$ cat config.mk
export PLATFORM = sky130hd
export DESIGN_NAME = matmul_in_loader
export DESIGN_NICKNAME = d
export VERILOG_FILES = /design/src/rtl/matmul_pkg.sv /design/src/rtl/matmul_in_loader_idx_counter.sv /design/src/rtl/matmul_in_loader.sv
export SDC_FILE = /design/constraint.sdc
export NUM_CORES = 1
export LEC_CHECK = 0
export BUFFER_PORTS_ARGS = -buffer_cell sky130_fd_sc_hd__buf_2
export CAP_MARGIN = 20
export CORE_AREA = 4 4 306 308
export CTS_CLUSTER_SIZE = 25
export DETAILED_ROUTE_END_ITERATION = 12
export DIE_AREA = 0 0 310 312
export PLACE_DENSITY = 0.6
export SLEW_MARGIN = 20
export SYNTH_ARGS = -nofsm -noshare
export SYNTH_HDL_FRONTEND = slang
export SYNTH_SLANG_ARGS = --single-unit
$ cat constraint.sdc
create_clock -name clk -period 26.1 [get_ports clk]
set_input_delay 2.61 -clock clk [delete_from_list [all_inputs] [get_ports clk]]
set_output_delay 2.61 -clock clk [all_outputs]
set_load 0.02 [all_outputs]
$ cat src/rtl/matmul_pkg.sv
`default_nettype none
// ============================================================================
// Module      : matmul_pkg
// Description : Shared types and elaboration helpers for the matrix-multiply
//               input loader: loader phase encoding, max() used to size the
//               stream element, and a minimum-one-bit clog2 for counter widths.
// Revision    : 1.0 - initial release
// ============================================================================
package matmul_pkg;

   // Loader phase: filling A, filling B, or holding a complete operand set.
   typedef enum logic [1:0] {
      LOAD_A = 2'd0,
      LOAD_B = 2'd1,
      FULL   = 2'd2
   } ld_state_t;

   function automatic int max(input int a, input int b);
      return (a > b) ? a : b;
   endfunction

   // Index width that never collapses to zero bits for a single-entry dimension.
   function automatic int clog2_min1(input int n);
      return (n > 1) ? $clog2(n) : 1;
   endfunction

endpackage
`default_nettype wire

$ cat src/rtl/matmul_in_loader_idx_counter.sv
`default_nettype none
// ============================================================================
// Module      : idx_counter
// Description : Two-dimensional row/col index counter. The column advances on
//               each increment and wraps at COLS, stepping the row; the row
//               wraps at ROWS so the counter returns to (0,0) after the final
//               element. Clear has priority over increment.
// Ports       : clk, rst    - clock, asynchronous active-high reset
//               i_inc       - advance one element
//               i_clr       - return to (0,0)
//               o_row/o_col - current element index
//               o_wrap      - column is at its last value (next inc wraps it)
//               o_last      - row is at its last value
// Revision    : 1.0 - initial release
// ============================================================================
module idx_counter
   import matmul_pkg::*;
#(
   parameter int ROWS = 2,
   parameter int COLS = 2,
   localparam int ROW_W = clog2_min1(ROWS),
   localparam int COL_W = clog2_min1(COLS)
) (
   input  logic             clk,
   input  logic             rst,
   input  logic             i_inc,
   input  logic             i_clr,
   output logic [ROW_W-1:0] o_row,
   output logic [COL_W-1:0] o_col,
   output logic             o_wrap,
   output logic             o_last
);

   localparam logic [ROW_W-1:0] c_row_max = ROW_W'(ROWS - 1);
   localparam logic [COL_W-1:0] c_col_max = COL_W'(COLS - 1);

   logic [ROW_W-1:0] r_row;
   logic [COL_W-1:0] r_col;
   logic             w_wrap;
   logic             w_last_row;

   assign w_wrap     = (r_col == c_col_max);
   assign w_last_row = (r_row == c_row_max);

   always_ff @(posedge clk or posedge rst) begin
      if (rst) begin
         r_row <= '0;
         r_col <= '0;
      end else if (i_clr) begin
         r_row <= '0;
         r_col <= '0;
      end else if (i_inc) begin
         if (w_wrap) begin
            r_col <= '0;
            r_row <= w_last_row ? '0 : r_row + 1'b1;
         end else begin
            r_col <= r_col + 1'b1;
         end
      end
   end

   assign o_row  = r_row;
   assign o_col  = r_col;
   assign o_wrap = w_wrap;
   assign o_last = w_last_row;

endmodule
`default_nettype wire

$ cat src/rtl/matmul_in_loader.sv
`default_nettype none
// ============================================================================
// Module      : matmul_in_loader
// Description : Deserialises a row-major stream of signed elements (all of A,
//               then all of B) into packed operand arrays for the matrix
//               multiplier, presents them with a valid/ready handshake and
//               checks frame alignment using s_last.
// Ports       : clk, rst          - clock, asynchronous active-high reset
//               s_data/s_valid    - stream element and its valid
//               s_last            - marks the final B element of a frame
//               s_ready           - a beat is accepted this cycle if valid
//               A [R1][C1][W_A]   - packed operand A (held while mat_valid)
//               B [R2][C2][W_B]   - packed operand B (held while mat_valid)
//               mat_valid/ready   - operand-set handshake
//               err               - one-cycle pulse, frame discarded
// Revision    : 1.0 - initial release
// ============================================================================
module matmul_in_loader
   import matmul_pkg::*;
#(
   parameter int R1  = 8,
   parameter int C1  = 6,
   parameter int R2  = 6,
   parameter int C2  = 8,
   parameter int W_A = 8,
   parameter int W_B = 8,
   localparam int W_IN = max(W_A, W_B)
) (
   input  logic                           clk,
   input  logic                           rst,
   input  logic [W_IN-1:0]                s_data,
   input  logic                           s_valid,
   input  logic                           s_last,
   output logic                           s_ready,
   output logic [R1-1:0][C1-1:0][W_A-1:0] A,
   output logic [R2-1:0][C2-1:0][W_B-1:0] B,
   output logic                           mat_valid,
   input  logic                           mat_ready,
   output logic                           err
);

   localparam int A_RW = clog2_min1(R1);
   localparam int A_CW = clog2_min1(C1);
   localparam int B_RW = clog2_min1(R2);
   localparam int B_CW = clog2_min1(C2);

   if (C1 != R2) begin : g_dim_check
      $error("matmul_in_loader: C1 (%0d) must equal R2 (%0d)", C1, R2);
   end

   ld_state_t                      r_state;
   logic                           r_mat_valid;
   logic                           r_err;
   logic [R1-1:0][C1-1:0][W_A-1:0] r_a;
   logic [R2-1:0][C2-1:0][W_B-1:0] r_b;

   logic            w_ready;
   logic            w_beat;
   logic            w_in_a;
   logic            w_in_b;
   logic            w_a_end;
   logic            w_b_end;
   logic            w_frame_err;
   logic [A_RW-1:0] w_a_row;
   logic [A_CW-1:0] w_a_col;
   logic [B_RW-1:0] w_b_row;
   logic [B_CW-1:0] w_b_col;
   logic            w_a_wrap;
   logic            w_a_last;
   logic            w_b_wrap;
   logic            w_b_last;

   // Ready is a pure function of phase, gated low for the whole reset pulse.
   assign w_ready = (r_state != FULL) && !rst;
   assign w_beat  = s_valid && w_ready;
   assign w_in_a  = (r_state == LOAD_A);
   assign w_in_b  = (r_state == LOAD_B);
   assign w_a_end = w_a_wrap && w_a_last;
   assign w_b_end = w_b_wrap && w_b_last;

   // s_last is only legal on the final B beat and mandatory there.
   assign w_frame_err = w_beat && ((w_in_a && s_last) ||
                                   (w_in_b && (s_last != w_b_end)));

   // Each counter returns to (0,0) by itself after its final element, so the
   // only explicit clear needed is on a framing error.
   idx_counter #(.ROWS(R1), .COLS(C1)) u_cnt_a (
      .clk    (clk),
      .rst    (rst),
      .i_inc  (w_beat && w_in_a && !w_frame_err),
      .i_clr  (w_frame_err),
      .o_row  (w_a_row),
      .o_col  (w_a_col),
      .o_wrap (w_a_wrap),
      .o_last (w_a_last)
   );

   idx_counter #(.ROWS(R2), .COLS(C2)) u_cnt_b (
      .clk    (clk),
      .rst    (rst),
      .i_inc  (w_beat && w_in_b && !w_frame_err),
      .i_clr  (w_frame_err),
      .o_row  (w_b_row),
      .o_col  (w_b_col),
      .o_wrap (w_b_wrap),
      .o_last (w_b_last)
   );

   always_ff @(posedge clk or posedge rst) begin
      if (rst) begin
         r_state     <= LOAD_A;
         r_mat_valid <= 1'b0;
         r_err       <= 1'b0;
         r_a         <= '0;
         r_b         <= '0;
      end else begin
         r_err <= w_frame_err;
         case (r_state)
            LOAD_A: begin
               if (w_beat) begin
                  r_a[w_a_row][w_a_col] <= s_data[W_A-1:0];
                  if (!w_frame_err && w_a_end) begin
                     r_state <= LOAD_B;
                  end
               end
            end
            LOAD_B: begin
               if (w_beat) begin
                  r_b[w_b_row][w_b_col] <= s_data[W_B-1:0];
                  if (w_frame_err) begin
                     r_state <= LOAD_A;
                  end else if (w_b_end) begin
                     r_state     <= FULL;
                     r_mat_valid <= 1'b1;
                  end
               end
            end
            FULL: begin
               if (mat_ready) begin
                  r_state     <= LOAD_A;
                  r_mat_valid <= 1'b0;
               end
            end
            default: begin
               r_state     <= LOAD_A;
               r_mat_valid <= 1'b0;
            end
         endcase
      end
   end

   assign s_ready   = w_ready;
   assign A         = r_a;
   assign B         = r_b;
   assign mat_valid = r_mat_valid;
   assign err       = r_err;

endmodule
`default_nettype wire

==> flow_summary.toml <==
[placement]
gp_congestion = 0.764
placedCellCount = 3745
portBuffers = 783
place_ws_ps = 18780
sum_of_net_half_perimeters_after_detailed_placement_um = 67100

[drt]
first_pass_iters = 4
routed_via_density = 4.94
drc = 0
route.final.wire_length_um = 96600
antenna_left = 0
routed-via-count = 19271
detail_route.iter0.violations = 1058
drt-wirelength-per-cell_um = 24.8

[die]
initial_core_util_pct = 33.3
dieHeight_um = 312
floorplan.rows = 111
core_area_um2 = 91100
pin_count = 784
area_of_the_die_um2 = 96700
floorplan.die.width_um = 310

[global_routing]
track_usage_pct = 19.6
grt_pass1_vias = 20770
overflow = 0
global_route_wire_length_before_repair_um = 142000
grt_max_degree = 144
grt_antenna_before_repair = 6

[synthesis]
ys_warn_count = 0
yosys_register_bits = 784
synth_edf_count = 0
cell_accounting_for_the_most_synthesized_area = "dfrtp_1"
postSynth.topFlopCell = "dfrtp_1"
postSynth.asyncResetShare_pct = 100
synth.top_cells.by_area = "dfrtp_1 (65%), mux2_2 (28%), clkbuf_1 (1.1%)"
synth_fp_nets = 1891
synth.distinct_cells = 45
netlist.area_leader.share_pct = 64.6
post_synth_design_cell_area_um2 = 30400
synth_cells = 1874
synthesis.area_per_instance_um2 = 16.2
ys_seq_area_share_pct = 64.6

[setup_path]
arrival_ps = 3410
ff_to_ff_path_depth = 3
rr_endpoint = "B[307]"
crit_path_end_kind = "output port"
regToRegSetupSlack_ps = 23270
rr_startpoint = "u_cnt_b.o_row[2]"
critical_path_required_ps = 23490
type_of_origin_of_the_critical_path = "primary input"
critical_path_class = "in2out"
crit_fanout = 38

[run_status]
run_status = "complete, no violations"

[cts]
cts_buffers = 85
cts.reportedPaths.clkPinSlew_ps = 50
clock_tree.buffer_depth = 3
clock_tree.root_cell = "clkbuf_16"
ctsHoldBuffers = 0
latest_clock_arrival_within_the_worst_skew_pair_ps = 650
cts_tree = "yes"
cts-htree-levels = 3
post_cts_resized = 0
cts_setup_buffers = 0
clock_sinks = 784

[sta]
totalNegativeSetupSlack_ps = 0
final_period_minus_worst_setup_slack_ps = 6020
finalClockSkew_ps = 25.8
slew_hr_pct = 23.1
maxClockFrequency_mhz = 166
final.setup.worst_slack_ps = 20080
worst-slew-pin-transition_ps = 1150
final_setup_violation_count = 0
rsz_0062_raised_after_global_routing = "false"
hold_violations = 0
post-route-period-util_pct = 23.1
final_max_slew_viol_count = 0

[finish]
syn_to_final_growth_pct = 26.5
num-fill-cells = 8397
final_net_count = 2664
layout.core_utilization_pct = 42.2
layout-drive-gt1-share_pct = 65.9
final_cells = 3902

[min_path]
holdPathEnd = "B[313]"
holdCritStartpoint = "B[313]"
timing.hold.worst.class = "reg2reg"
min_delay_path_depth = 1

[power_and_ir_drop]
vdd_ir_drop_max_mv = 0.0432
power.density_nw_per_um2 = 71.7
power.leakage_nw = 21.8

[run]
drv.max_cap_violation_count = 0
[stage by stage]
stage                     total power (W)  hold WS [ps]  instance area, um^2
after detailed placement          0.00156           481                35500
after CTS                         0.00279           492                38400
after floorplan                   0.00146           579                30400
after global placement            0.00155           474                35500
after global routing              0.00286           507                38400
final                             0.00275           485                38400
[routing by layer]
metal,track usage (%),wire (um)
met5,0,12
met4,8.28,3830
met3,4.93,6850
met2,32.4,46900
met1,24.5,39000
[cells in the mapped netlist (2+ instances only)]
cell type and count:
or3b_1 2, nor4b_1 3, and3_1 2, nor3_4 8
mux2_2 764, dfrtp_1 784, clkbuf_1 91, buf_4 6
mux2_1 4, nand3b_1 5, nand2_1 8, or3_1 2
nor3b_4 2, o21ai_0 11, and4bb_2 2, nor3b_2 5
mux2i_1 2, nor3_1 2, nor3_2 7, nand3_1 53
ha_1 4, nor3b_1 3, and4_1 2, buf_1 3
and3b_1 8, inv_1 5, or4_1 3, nand3_2 34
a211oi_1 11, buf_2 23
[registers in the layout, summed over array words and instances (netlist names)]
| signal | cells |
|---|---|
| B | 384 |
| u_cnt_b.o_row | 3 |
| r_state | 2 |
| A | 384 |
| err | 1 |
| u_cnt_a.o_row | 3 |
| u_cnt_a.o_col | 3 |
| mat_valid | 1 |
| u_cnt_b.o_col | 3 |
[worst max-delay path, cell delays in order]
cell    delay (ps)
buf_2          170
inv_8          240
o21a_1         200
buf_2          180
[area by class of cell]
type	count	area (um^2)	area share, %
clock inverter	36	375	0.977
antenna	5	12.5	0.0326
sequential	784	19600	51.1
inverter	5	26.3	0.0684
timing repair buffer	811	4180	10.9
tap	1186	1480	3.86
multi-input combinational	960	10200	26.6
clock buffer	115	2490	6.49
[power breakdown]
part | leakage [nW] | total (W) | internal (W) | switching [W]
Sequential | 10.9 | 0.00129 | 0.00126 | 0.0000292
Combinational | 9.49 | 0.000242 | 0.0000770 | 0.000165
Clock | 1.42 | 0.00122 | 0.000721 | 0.000499
[cells by family after synthesis]
kind of cell | after synthesis | share of synthesized area, %
flops | 784 | 64.6
simple gates | 159 | 4.27
fa+ha+maj | 4 | 0.165
buf+inv | 130 | 1.84
compound gates | 26 | 0.560
xor+xnor | 1 | 0.0288
mux | 770 | 28.5
[cell usage in the layout (no fill, tap or decap), types with 3 or more instances in the layout]
cell | synthesis | routed
dfrtp_1 | 784 | 784
buf_2 | 23 | 775
mux2_2 | 764 | 764
clkbuf_16 | 0 | 88
nand3_1 | 53 | 53
nand3_2 | 34 | 34
buf_4 | 6 | 32
clkbuf_8 | 0 | 19
clkinv_2 | 0 | 18
o21ai_0 | 11 | 11
a211oi_1 | 11 | 10
nor3_4 | 8 | 9
and3b_1 | 8 | 8
nand2_1 | 8 | 8
clkbuf_1 | 91 | 8
nor3b_2 | 5 | 6
nor3_2 | 7 | 6
diode_2 | 0 | 5
nand3b_1 | 5 | 5
bufinv_16 | 0 | 5
mux2_1 | 4 | 4
inv_1 | 5 | 4
ha_1 | 4 | 4
clkinv_4 | 0 | 4
and4bb_2 | 2 | 3
nor4b_2 | 0 | 3
or4_1 | 3 | 3
clkinv_8 | 0 | 3
clkinvlp_4 | 0 | 3
buf_6 | 1 | 3
[how the worst max path moves through the flow]
stage / from / to / slack [ps] / cells after the start
finish: rst / s_ready / 20080 / 4
global route: rst / B[218] / 19990 / 6
CTS: rst / A[383] / 19490 / 6
detailed placement: rst / B[21] / 18780 / 6
global placement: rst / B[11] / 19100 / 6
floorplan: rst / A[0] / 1440 / 1
Note: power is estimated with default switching activity, not from simulation.
